## src/rtl/iq_pkg.sv

```systemverilog
// Shared types for the issue queue: per-entry state record and tag compare helper.
package iq_pkg;

  localparam int unsigned TAG_W     = 6;
  localparam int unsigned PAYLOAD_W = 32;

  typedef struct packed {
    logic                       vld;
    logic [PAYLOAD_W-1:0]       payload;
    logic [1:0][TAG_W-1:0]      src_tag;
    logic [1:0]                 src_rdy;
  } iq_entry_t;

  function automatic logic tag_match(input logic [TAG_W-1:0] a,
                                     input logic [TAG_W-1:0] b);
    return a == b;
  endfunction

endpackage

```

## src/rtl/issue_queue_scheduler_selector.sv

```systemverilog
// Lowest-index-first selector: k-th free slot per enqueue port, j-th requester per select port.
module StaticPrioritySelector #(
  parameter int unsigned Depth    = 8,
  parameter int unsigned EnqWidth = 2,
  parameter int unsigned SelWidth = 2
) (
  input  logic [Depth-1:0]                entry_vld,
  input  logic [Depth-1:0]                sel_req,
  output logic [EnqWidth-1:0][Depth-1:0]  enq_mask,
  output logic [SelWidth-1:0][Depth-1:0]  sel_mask
);

  localparam int unsigned CW = $clog2(Depth + 1);

  logic [CW-1:0] free_cnt;
  logic [CW-1:0] req_cnt;

  // Running counts give each port its rank among free / requesting entries.
  always_comb begin
    enq_mask = '0;
    sel_mask = '0;
    free_cnt = '0;
    req_cnt  = '0;
    for (int unsigned i = 0; i < Depth; i++) begin
      if (!entry_vld[i]) begin
        for (int unsigned k = 0; k < EnqWidth; k++) begin
          if (32'(free_cnt) == k) enq_mask[k][i] = 1'b1;
        end
        free_cnt = free_cnt + CW'(1);
      end
      if (sel_req[i]) begin
        for (int unsigned j = 0; j < SelWidth; j++) begin
          if (32'(req_cnt) == j) sel_mask[j][i] = 1'b1;
        end
        req_cnt = req_cnt + CW'(1);
      end
    end
  end

endmodule

```

## src/rtl/issue_queue_scheduler.sv

```systemverilog
// Out-of-order issue queue: entry array, tag wakeup CAM, priority allocate/issue, occupancy.
module issue_queue_scheduler
  import iq_pkg::*;
#(
  parameter int unsigned DEPTH         = 8,
  parameter int unsigned ENQ_WIDTH     = 2,
  parameter int unsigned ISS_WIDTH     = 2,
  parameter int unsigned WAKE_WIDTH    = 2,
  parameter int unsigned TAG_WIDTH     = TAG_W,
  parameter int unsigned PAYLOAD_WIDTH = PAYLOAD_W
) (
  input  logic                                          clk,
  input  logic                                          rst,
  input  logic                                          flush_i,
  input  logic [ENQ_WIDTH-1:0]                          enq_vld_i,
  output logic [ENQ_WIDTH-1:0]                          enq_rdy_o,
  input  logic [ENQ_WIDTH-1:0][PAYLOAD_WIDTH-1:0]       enq_payload_i,
  input  logic [ENQ_WIDTH-1:0][1:0][TAG_WIDTH-1:0]      enq_src_tag_i,
  input  logic [ENQ_WIDTH-1:0][1:0]                     enq_src_rdy_i,
  input  logic [WAKE_WIDTH-1:0]                         wake_vld_i,
  input  logic [WAKE_WIDTH-1:0][TAG_WIDTH-1:0]          wake_tag_i,
  output logic [ISS_WIDTH-1:0]                          iss_vld_o,
  input  logic [ISS_WIDTH-1:0]                          iss_rdy_i,
  output logic [ISS_WIDTH-1:0][PAYLOAD_WIDTH-1:0]       iss_payload_o,
  output logic [$clog2(DEPTH+1)-1:0]                    occupancy_o
);

  localparam int unsigned OCC_W = $clog2(DEPTH + 1);

  iq_entry_t [DEPTH-1:0]               entries;
  iq_entry_t [DEPTH-1:0]               entries_nxt;
  logic [DEPTH-1:0]                    entry_vld;
  logic [DEPTH-1:0]                    entry_ready;
  logic [ENQ_WIDTH-1:0][DEPTH-1:0]     enq_mask;
  logic [ISS_WIDTH-1:0][DEPTH-1:0]     sel_mask;
  logic [DEPTH-1:0][1:0]               entry_wake_hit;
  logic [ENQ_WIDTH-1:0][1:0]           enq_wake_hit;
  logic [OCC_W-1:0]                    occ_nxt;

  always_comb begin
    for (int unsigned i = 0; i < DEPTH; i++) begin
      entry_vld[i]   = entries[i].vld;
      entry_ready[i] = entries[i].vld & entries[i].src_rdy[0] & entries[i].src_rdy[1];
    end
  end

  StaticPrioritySelector #(
    .Depth    (DEPTH),
    .EnqWidth (ENQ_WIDTH),
    .SelWidth (ISS_WIDTH)
  ) u_sel (
    .entry_vld (entry_vld),
    .sel_req   (entry_ready),
    .enq_mask  (enq_mask),
    .sel_mask  (sel_mask)
  );

  always_comb begin
    for (int unsigned k = 0; k < ENQ_WIDTH; k++) enq_rdy_o[k] = |enq_mask[k];
    for (int unsigned j = 0; j < ISS_WIDTH; j++) begin
      iss_vld_o[j]     = |sel_mask[j];
      iss_payload_o[j] = '0;
      for (int unsigned i = 0; i < DEPTH; i++) begin
        iss_payload_o[j] = iss_payload_o[j]
                         | ({PAYLOAD_WIDTH{sel_mask[j][i]}} & entries[i].payload);
      end
    end
  end

  // Wakeup CAM covers both stored sources and the sources arriving on dispatch this cycle.
  always_comb begin
    entry_wake_hit = '0;
    enq_wake_hit   = '0;
    for (int unsigned w = 0; w < WAKE_WIDTH; w++) begin
      for (int unsigned s = 0; s < 2; s++) begin
        for (int unsigned i = 0; i < DEPTH; i++) begin
          if (wake_vld_i[w] && tag_match(entries[i].src_tag[s], wake_tag_i[w]))
            entry_wake_hit[i][s] = 1'b1;
        end
        for (int unsigned k = 0; k < ENQ_WIDTH; k++) begin
          if (wake_vld_i[w] && tag_match(enq_src_tag_i[k][s], wake_tag_i[w]))
            enq_wake_hit[k][s] = 1'b1;
        end
      end
    end
  end

  // Enqueue masks only ever point at slots free in the registered state, so an
  // entry issuing this cycle can never be overwritten by a same-cycle enqueue.
  always_comb begin
    entries_nxt = entries;
    for (int unsigned i = 0; i < DEPTH; i++) begin
      if (entries[i].vld) entries_nxt[i].src_rdy = entries[i].src_rdy | entry_wake_hit[i];
    end
    for (int unsigned j = 0; j < ISS_WIDTH; j++) begin
      for (int unsigned i = 0; i < DEPTH; i++) begin
        if (sel_mask[j][i] && iss_rdy_i[j]) entries_nxt[i].vld = 1'b0;
      end
    end
    for (int unsigned k = 0; k < ENQ_WIDTH; k++) begin
      for (int unsigned i = 0; i < DEPTH; i++) begin
        if (enq_vld_i[k] && enq_mask[k][i]) begin
          entries_nxt[i].vld     = 1'b1;
          entries_nxt[i].payload = enq_payload_i[k];
          entries_nxt[i].src_tag = enq_src_tag_i[k];
          entries_nxt[i].src_rdy = enq_src_rdy_i[k] | enq_wake_hit[k];
        end
      end
    end
    if (flush_i) begin
      for (int unsigned i = 0; i < DEPTH; i++) entries_nxt[i].vld = 1'b0;
    end
    occ_nxt = '0;
    for (int unsigned i = 0; i < DEPTH; i++) occ_nxt = occ_nxt + OCC_W'(entries_nxt[i].vld);
  end

  always_ff @(posedge clk or posedge rst) begin
    if (rst) begin
      entries     <= '0;
      occupancy_o <= '0;
    end else begin
      entries     <= entries_nxt;
      occupancy_o <= occ_nxt;
    end
  end

endmodule

```

## config.mk

```make
export PLATFORM = sky130hd
export DESIGN_NAME = issue_queue_scheduler
export DESIGN_NICKNAME = d
export VERILOG_FILES = /design/src/rtl/iq_pkg.sv /design/src/rtl/issue_queue_scheduler_selector.sv /design/src/rtl/issue_queue_scheduler.sv
export SDC_FILE = /design/constraint.sdc
export NUM_CORES = 1
export LEC_CHECK = 0
export CORE_ASPECT_RATIO = 1.1
export CORE_UTILIZATION = 40
export CTS_BUF_LIST = sky130_fd_sc_hd__clkbuf_16
export CTS_CLUSTER_DIAMETER = 80
export DETAILED_ROUTE_END_ITERATION = 12
export DONT_BUFFER_PORTS = 1
export PLACE_DENSITY = 0.63
export SLEW_MARGIN = 25
export SYNTH_ARGS = -nofsm -noshare
export SYNTH_HDL_FRONTEND = slang
export SYNTH_SLANG_ARGS = --single-unit
```

## constraint.sdc

```tcl
create_clock -name clk -period 13.6 [get_ports clk]
set_input_delay 2.72 -clock clk [delete_from_list [all_inputs] [get_ports clk]]
set_output_delay 2.72 -clock clk [all_outputs]
set_load 0.02 [all_outputs]
```

==> results of run 1 <==
-- final cells by class --
cell class / instances / area (um^2)
fill: 5681 / 33900
inverter: 134 / 510
clock inverter: 29 / 194
sequential: 380 / 9510
tap: 816 / 1020
antenna: 2 / 5.00
clock buffer: 45 / 1130
timing repair buffer: 38 / 384
multi-input combinational: 1866 / 13400
-- logic make-up after synthesis --
group | share of synthesized area
buffers and inverters | 0.0670
adders and majority gates | 0.0229
and+or+nand+nor | 0.121
muxes | 0.114
xor gates and xnor gates | 0.0962
DFF | 0.390
AOI/OAI and AO/OA | 0.189
-- power by group through the flow --
stage / clock network [mW] / registers [mW] / logic [mW]
3_3_place_gp: 0 / 2.05 / 2.44
2_1_floorplan: 0 / 1.95 / 1.96
4_1_cts: 1.15 / 2.07 / 2.53
5_1_grt: 1.19 / 2.14 / 2.78
3_5_place_dp: 0 / 2.08 / 2.53
6_report: 1.13 / 2.08 / 2.55
-- metrics by stage --
stage          instance area, um^2  utilization  power, mW  std cells  hold slack, ps
5_1_grt                      26200        0.436       6.11       3310             501
6_report                     26200        0.436       5.75       3310             481
3_3_place_gp                 24700        0.411       4.49       3229             462
4_1_cts                      26100        0.434       5.75       3304             482
3_5_place_dp                 24800        0.412       4.61       3230             469
2_1_floorplan                24400            -       3.92       2651             452
-- how the worst max path moves through the flow --
stage / startpoint / to
after floorplan: rst / entries[0]
after global placement: entries[46] / iss_payload_o[34]
after detailed placement: entries[46] / iss_payload_o[35]
after CTS: entries[46] / iss_payload_o[35]
after global routing: entries[46] / iss_payload_o[35]
final: entries[46] / iss_payload_o[48]
-- layer usage --
metal	track usage	vias up	part of all wire
met5	0	-	0.000081
met4	0.113	2	0.039
met3	0.0518	219	0.082
met2	0.467	1003	0.48
met1	0.341	10300	0.39
li1	-	9134	-
-- state kept, by name, indices dropped and copies added, names as in the netlist --
register,flops
entries,376
occupancy_o,4
-- placed cells by master (no fill, tap or decap), types with 12 or more instances in the layout --
cell type / netlist / routed
xnor2_1: 131 / 131
a31oi_1: 57 / 57
o221ai_1: 32 / 32
mux2i_1: 228 / 228
nor2_1: 194 / 193
a21oi_1: 136 / 136
o22ai_1: 46 / 46
nand2_1: 264 / 260
nor4_1: 38 / 38
ha_1: 35 / 35
o21ai_0: 122 / 122
a222oi_1: 64 / 64
clkbuf_16: 0 / 45
mux2_2: 45 / 45
xor2_1: 122 / 122
dfrtp_1: 380 / 380
buf_4: 7 / 27
inv_1: 134 / 143
a221oi_1: 33 / 33
a221o_1: 67 / 67
nand3b_1: 12 / 12
nand3_1: 22 / 14
nand4_1: 46 / 46
a2bb2oi_1: 44 / 44
==> flow_summary.toml, run 1 <==
[run_status]
status = "finished clean"

[yosys]
yosysSeqAreaShare = 0.390
synth_edf_count = 0
yosysMostFrequentCell = "dfrtp_1"
synth_area_um2 = 24400
synth-seq-cells = 380
syn_inst = 2651
syn-num-nets = 2805
synth_common_cells = "dfrtp_1 (380), nand2_1 (264), mux2i_1 (228)"
synthFlopType = "dfrtp_1"
yosys_warnings = 0
synth.area.top_cells = "dfrtp_1 (39%), mux2i_1 (9.4%), xnor2_1 (4.7%), xor2_1 (4.4%), nand2_1 (4.1%)"
yosysUniqueCellTypes = 74
synthArstFlopShare = 1.00
synth_largest_area_cell = "dfrtp_1"
synth_top_area_share = 0.390
avgSynthCellArea_um2 = 9.21

[worst_setup_path]
worst-path-buf-inv = 3
r2r-start = "entries[46]"
regToRegSetupSlack_ps = 5870
cp.arrival_ps = 7380
crit_path_top_delay_cell = "and3_2"
max_stage_delay_ps = 950
crit_path_frequent_cell = "ha_1"
worstSetupPathType = "flop to output pin"
critPathRequiredTime_ps = 10880
reg2reg_depth = 28
cp_max_fo = 36
crit_cells = 23
crit_chain = "and3_2 -> inv_1 -> ha_1 -> and4_1 -> nor2_1 -> ha_1 -> nand4_1 -> nand2b_2 -> ha_1 -> nor2_1 -> a21oi_1 -> ha_1 -> nand4b_1 -> o31a_1 -> o21ai_0 -> inv_1 -> ha_1 -> nand4_1 -> xor2_1 -> nand4_1 -> nor4_4 -> buf_4 -> a221o_1"
endpoint_kind = "output pin"
critPathLaunchType = "flop"
crit_family = "simple AND/OR/NAND/NOR gates"
timing.rr.end = "occupancy_o[2]"

[drt]
wl_per_cell_um = 26.0
drt_pass1_iterations = 9
via_per_inst = 6.25
routed-via-count = 20700
drcViolationCount = 0
drt_iter0_markers = 2141
wl_mm = 86.1
ant_nets = 0

[cts]
clkTransAtPathRegs_ps = 60
ctsResizeCount = 0
cts_buffers = 43
htree_num_levels = 2
clock_latency_ps = 580
cts_setup_buffers = 0
cts_tree = "done"
clkSinkCount = 380
cts_hold_buf = 0
cts_root_buffer = "clkbuf_16"
cts_buffer_depth = 3

[power]
p_sw_mw = 2.44
p_sw_frac = 0.423
power.leakage_nw = 12.3
powerDensity_nw_per_um2 = 220
seqPwrFrac = 0.361
internal_power_mw = 3.32
vdd_drop_max_v = 0.000289
power_frac_comb = 0.443
clkPwrFrac = 0.196

[timing]
post-route-min-period_ps = 10100
setup_ws_ps = 3500
max_freq_mhz = 99.0
skew_ps = 18.7
finalSetupViolations = 0
fin_setup_tns_ps = 0
finalHoldViolCount = 0
slew-limit-headroom = 0.257
slew_viol_final = 0
worst_pin_slew_ps = 1110
period_share = 0.743
rsz0062_at_grt = "no"

[floorplanning]
die_x_um = 238
rows = 94
ios = 185
core_um2 = 60100
die_y_um = 261
die_area_um2 = 62000
initial_core_util = 0.406

[final_layout]
drive_above_1_share = 0.0770
area_growth_pct = 7.27
final_nets = 2617

[flow_run]
maxCapViolCount = 0

[place]
place_congestion = 0.915
io_buffer_count = 0
pre_cts_ws_ps = 4210
hpwl_mm = 52.2

[global_routing]
grt_max_degree = 179
antenna_found_initial = 3
grt_use_total = 0.274
grt_pass1_wl_mm = 129
grt_overflow_total = 0
grt_pass1_vias = 20600

[min_path]
holdPathStages = 1
hold_path_end = "entries[1]"
hold_class = "flop to flop"
hold_path_startpoint = "entries[1]"
No activity file was read; power rests on OpenSTA's default activity.
==> run 2: changes to the inputs <==
Settings changed: ABC_AREA from default to 1, PLACE_DENSITY 0.63 to 0.61.
Clock period 13.6 ns to 9.3 ns, I/O delays scaled along.
==> run 2 against run 1 <==
Total power grew 42%. Critical path depth rose by 2. Clock power rose by 59%. Core utilization rose by 0.58 points. Final cell count is 11% higher. Combinational power grew 38%.
==> flow_summary.toml, run 2 <==
[yosys]
yosys_warnings = 0
yosysUniqueCellTypes = 51
avgSynthCellArea_um2 = 8.01
syn-num-nets = 3151
synth.area.top_cells = "dfrtp_1 (40%), nand2_1 (9.7%), o221ai_1 (7.5%), inv_1 (6.4%), nand3_1 (4.2%)"
yosysSeqAreaShare = 0.396
synth_edf_count = 0
synthArstFlopShare = 1.00
synth_area_um2 = 24000
synthFlopType = "dfrtp_1"
yosysMostFrequentCell = "nand2_1"
synth_largest_area_cell = "dfrtp_1"
synth_common_cells = "nand2_1 (617), inv_1 (409), dfrtp_1 (380)"
synth-seq-cells = 380
syn_inst = 2997
synth_top_area_share = 0.396

[global_routing]
antenna_found_initial = 1
grt_overflow_total = 0
grt_pass1_vias = 24200
grt_util_met2 = 0.541
grt_use_total = 0.343
grt_max_degree = 181
grt_pass1_wl_mm = 157
use_met1 = 0.425
gr-usage-met3 = 0.0946
top_usage_layer = "met2"

[timing]
skew_ps = 21.0
slew-limit-headroom = 0.194
worst_pin_slew_ps = 1210
period_share = 0.920
finalSetupViolations = 0
post-route-min-period_ps = 8560
max_freq_mhz = 117
setup_ws_ps = 743
hold_slack_ps = 487
slew_viol_final = 0
finalHoldViolCount = 0
fin_setup_tns_ps = 0
rsz0062_at_grt = "no"

[drt]
wl_mm = 106
drcViolationCount = 0
via_per_inst = 6.70
drt_iter0_markers = 3336
routed-via-count = 24600
drt_pass1_iterations = 6
ant_nets = 0
wl_per_cell_um = 28.9

[min_path]
hold_class = "flop to flop"
hold_path_startpoint = "entries[17]"

[cts]
htree_num_levels = 2
cts_root_buffer = "clkbuf_16"
clkSinkCount = 380
cts_buffers = 46
cts_hold_buf = 0
cts_tree = "done"
cts_buffer_depth = 3
ctsResizeCount = 0
cts_setup_buffers = 0
clock_latency_ps = 610
clkTransAtPathRegs_ps = 60

[run_status]
status = "finished clean"

[final_layout]
mostFrequentLayoutCells = "nand2_1 (611), inv_1 (417), dfrtp_1 (380), o221ai_1 (206), nand3_1 (199)"
postLayoutCoreUtil = 0.441
final_nets = 3031
multiInputGateArea_um2 = 12000
stdcell_count = 3673
final_common_cell = "nand2_1"
regMostFlops = "entries"
seqCellArea_um2 = 9510
largest_registers = "entries (376), occupancy_o (4)"
fillers = 5802
drive_above_1_share = 0.0858
num_antenna_cells = 0
area_growth_pct = 8.31
finalInstanceArea_um2 = 26000
largest_register_ffs = 376

[worst_setup_path]
cp.arrival_ps = 6700
startpoint = "entries[46]"
max_stage_delay_ps = 740
critPathRequiredTime_ps = 7440
crit_path_frequent_cell = "nand2_1"
cp_max_fo = 27
worst-path-buf-inv = 5
crit_family = "simple AND/OR/NAND/NOR gates"
worstSetupPathType = "flop to output pin"
crit_path_top_delay_cell = "o211ai_1"
r2r-start = "entries[46]"
endpoint_kind = "output pin"
critPathLaunchType = "flop"

[power]
power.leakage_nw = 11.2
internal_power_mw = 4.50
seqPwrFrac = 0.345
p_sw_frac = 0.448
vdd_drop_max_v = 0.000288
p_sw_mw = 3.65
clkPwrFrac = 0.221
power_mw = 8.14
power_frac_comb = 0.434
powerDensity_nw_per_um2 = 313

[floorplanning]
rows = 93
core_um2 = 58900
die_x_um = 236
ios = 185
initial_core_util = 0.408
die_y_um = 259
die_area_um2 = 61000

[flow_run]
maxCapViolCount = 0

[place]
hpwl_mm = 63.6
place_congestion = 0.908
dp_cells = 3587
place_area_um2 = 24500
pre_cts_ws_ps = 1400
io_buffer_count = 0
==> run 2: area by class of cell <==
class,instances,share of cell area
multi-input cells,1962,0.461
flip-flops and latches,380,0.366
inverters,436,0.0632
clock buffers,46,0.0443
well taps,760,0.0366
repair buffers,51,0.0169
clock inverters,38,0.0122
==> run 2: path summary, 6_finish.rpt <==
kind                       slack (ps)  cells past startpoint                end
setup reg to reg                 2350                     33     occupancy_o[1]
min in group asynchronous        1080                      1       entries[272]
max in group asynchronous        6600                      3       entries[189]
hold / removal                    490                      2        entries[17]
hold reg to reg                   490                      2        entries[17]
setup / recovery                  740                     25  iss_payload_o[63]
==> run 2: routing by layer <==
metal  part of all wire  wire length [um]
met3               0.13             13700
met2               0.45             47300
met4              0.060              6360
met1               0.37             38900
met5                  0                 0
==> run 2: power by group through the flow <==
stage | sequential (mW) | combinational [mW] | clock (mW)
after floorplan | 2.67 | 2.58 | 0
after global placement | 2.80 | 3.34 | 0
after detailed placement | 2.81 | 3.43 | 0
after CTS | 2.79 | 3.45 | 1.81
after global routing | 2.87 | 3.83 | 1.89
final | 2.81 | 3.53 | 1.80
==> run 2: cells by family after synthesis <==
logic type / count (synthesis) / synth area share
AND/OR/NAND/NOR: 1027 / 0.185
adder cells (fa/ha/maj): 41 / 0.0233
multiplexers: 7 / 0.00329
flip-flops: 380 / 0.396
XOR/XNOR: 36 / 0.0131
buffers and inverters: 655 / 0.109
AO/OA/AOI/OAI: 851 / 0.270
==> run 2: worst min-delay path: stages (launching register included) <==
cell,delay [ps]
dfrtp_1,340
nand2_1,50
o21ai_0,60
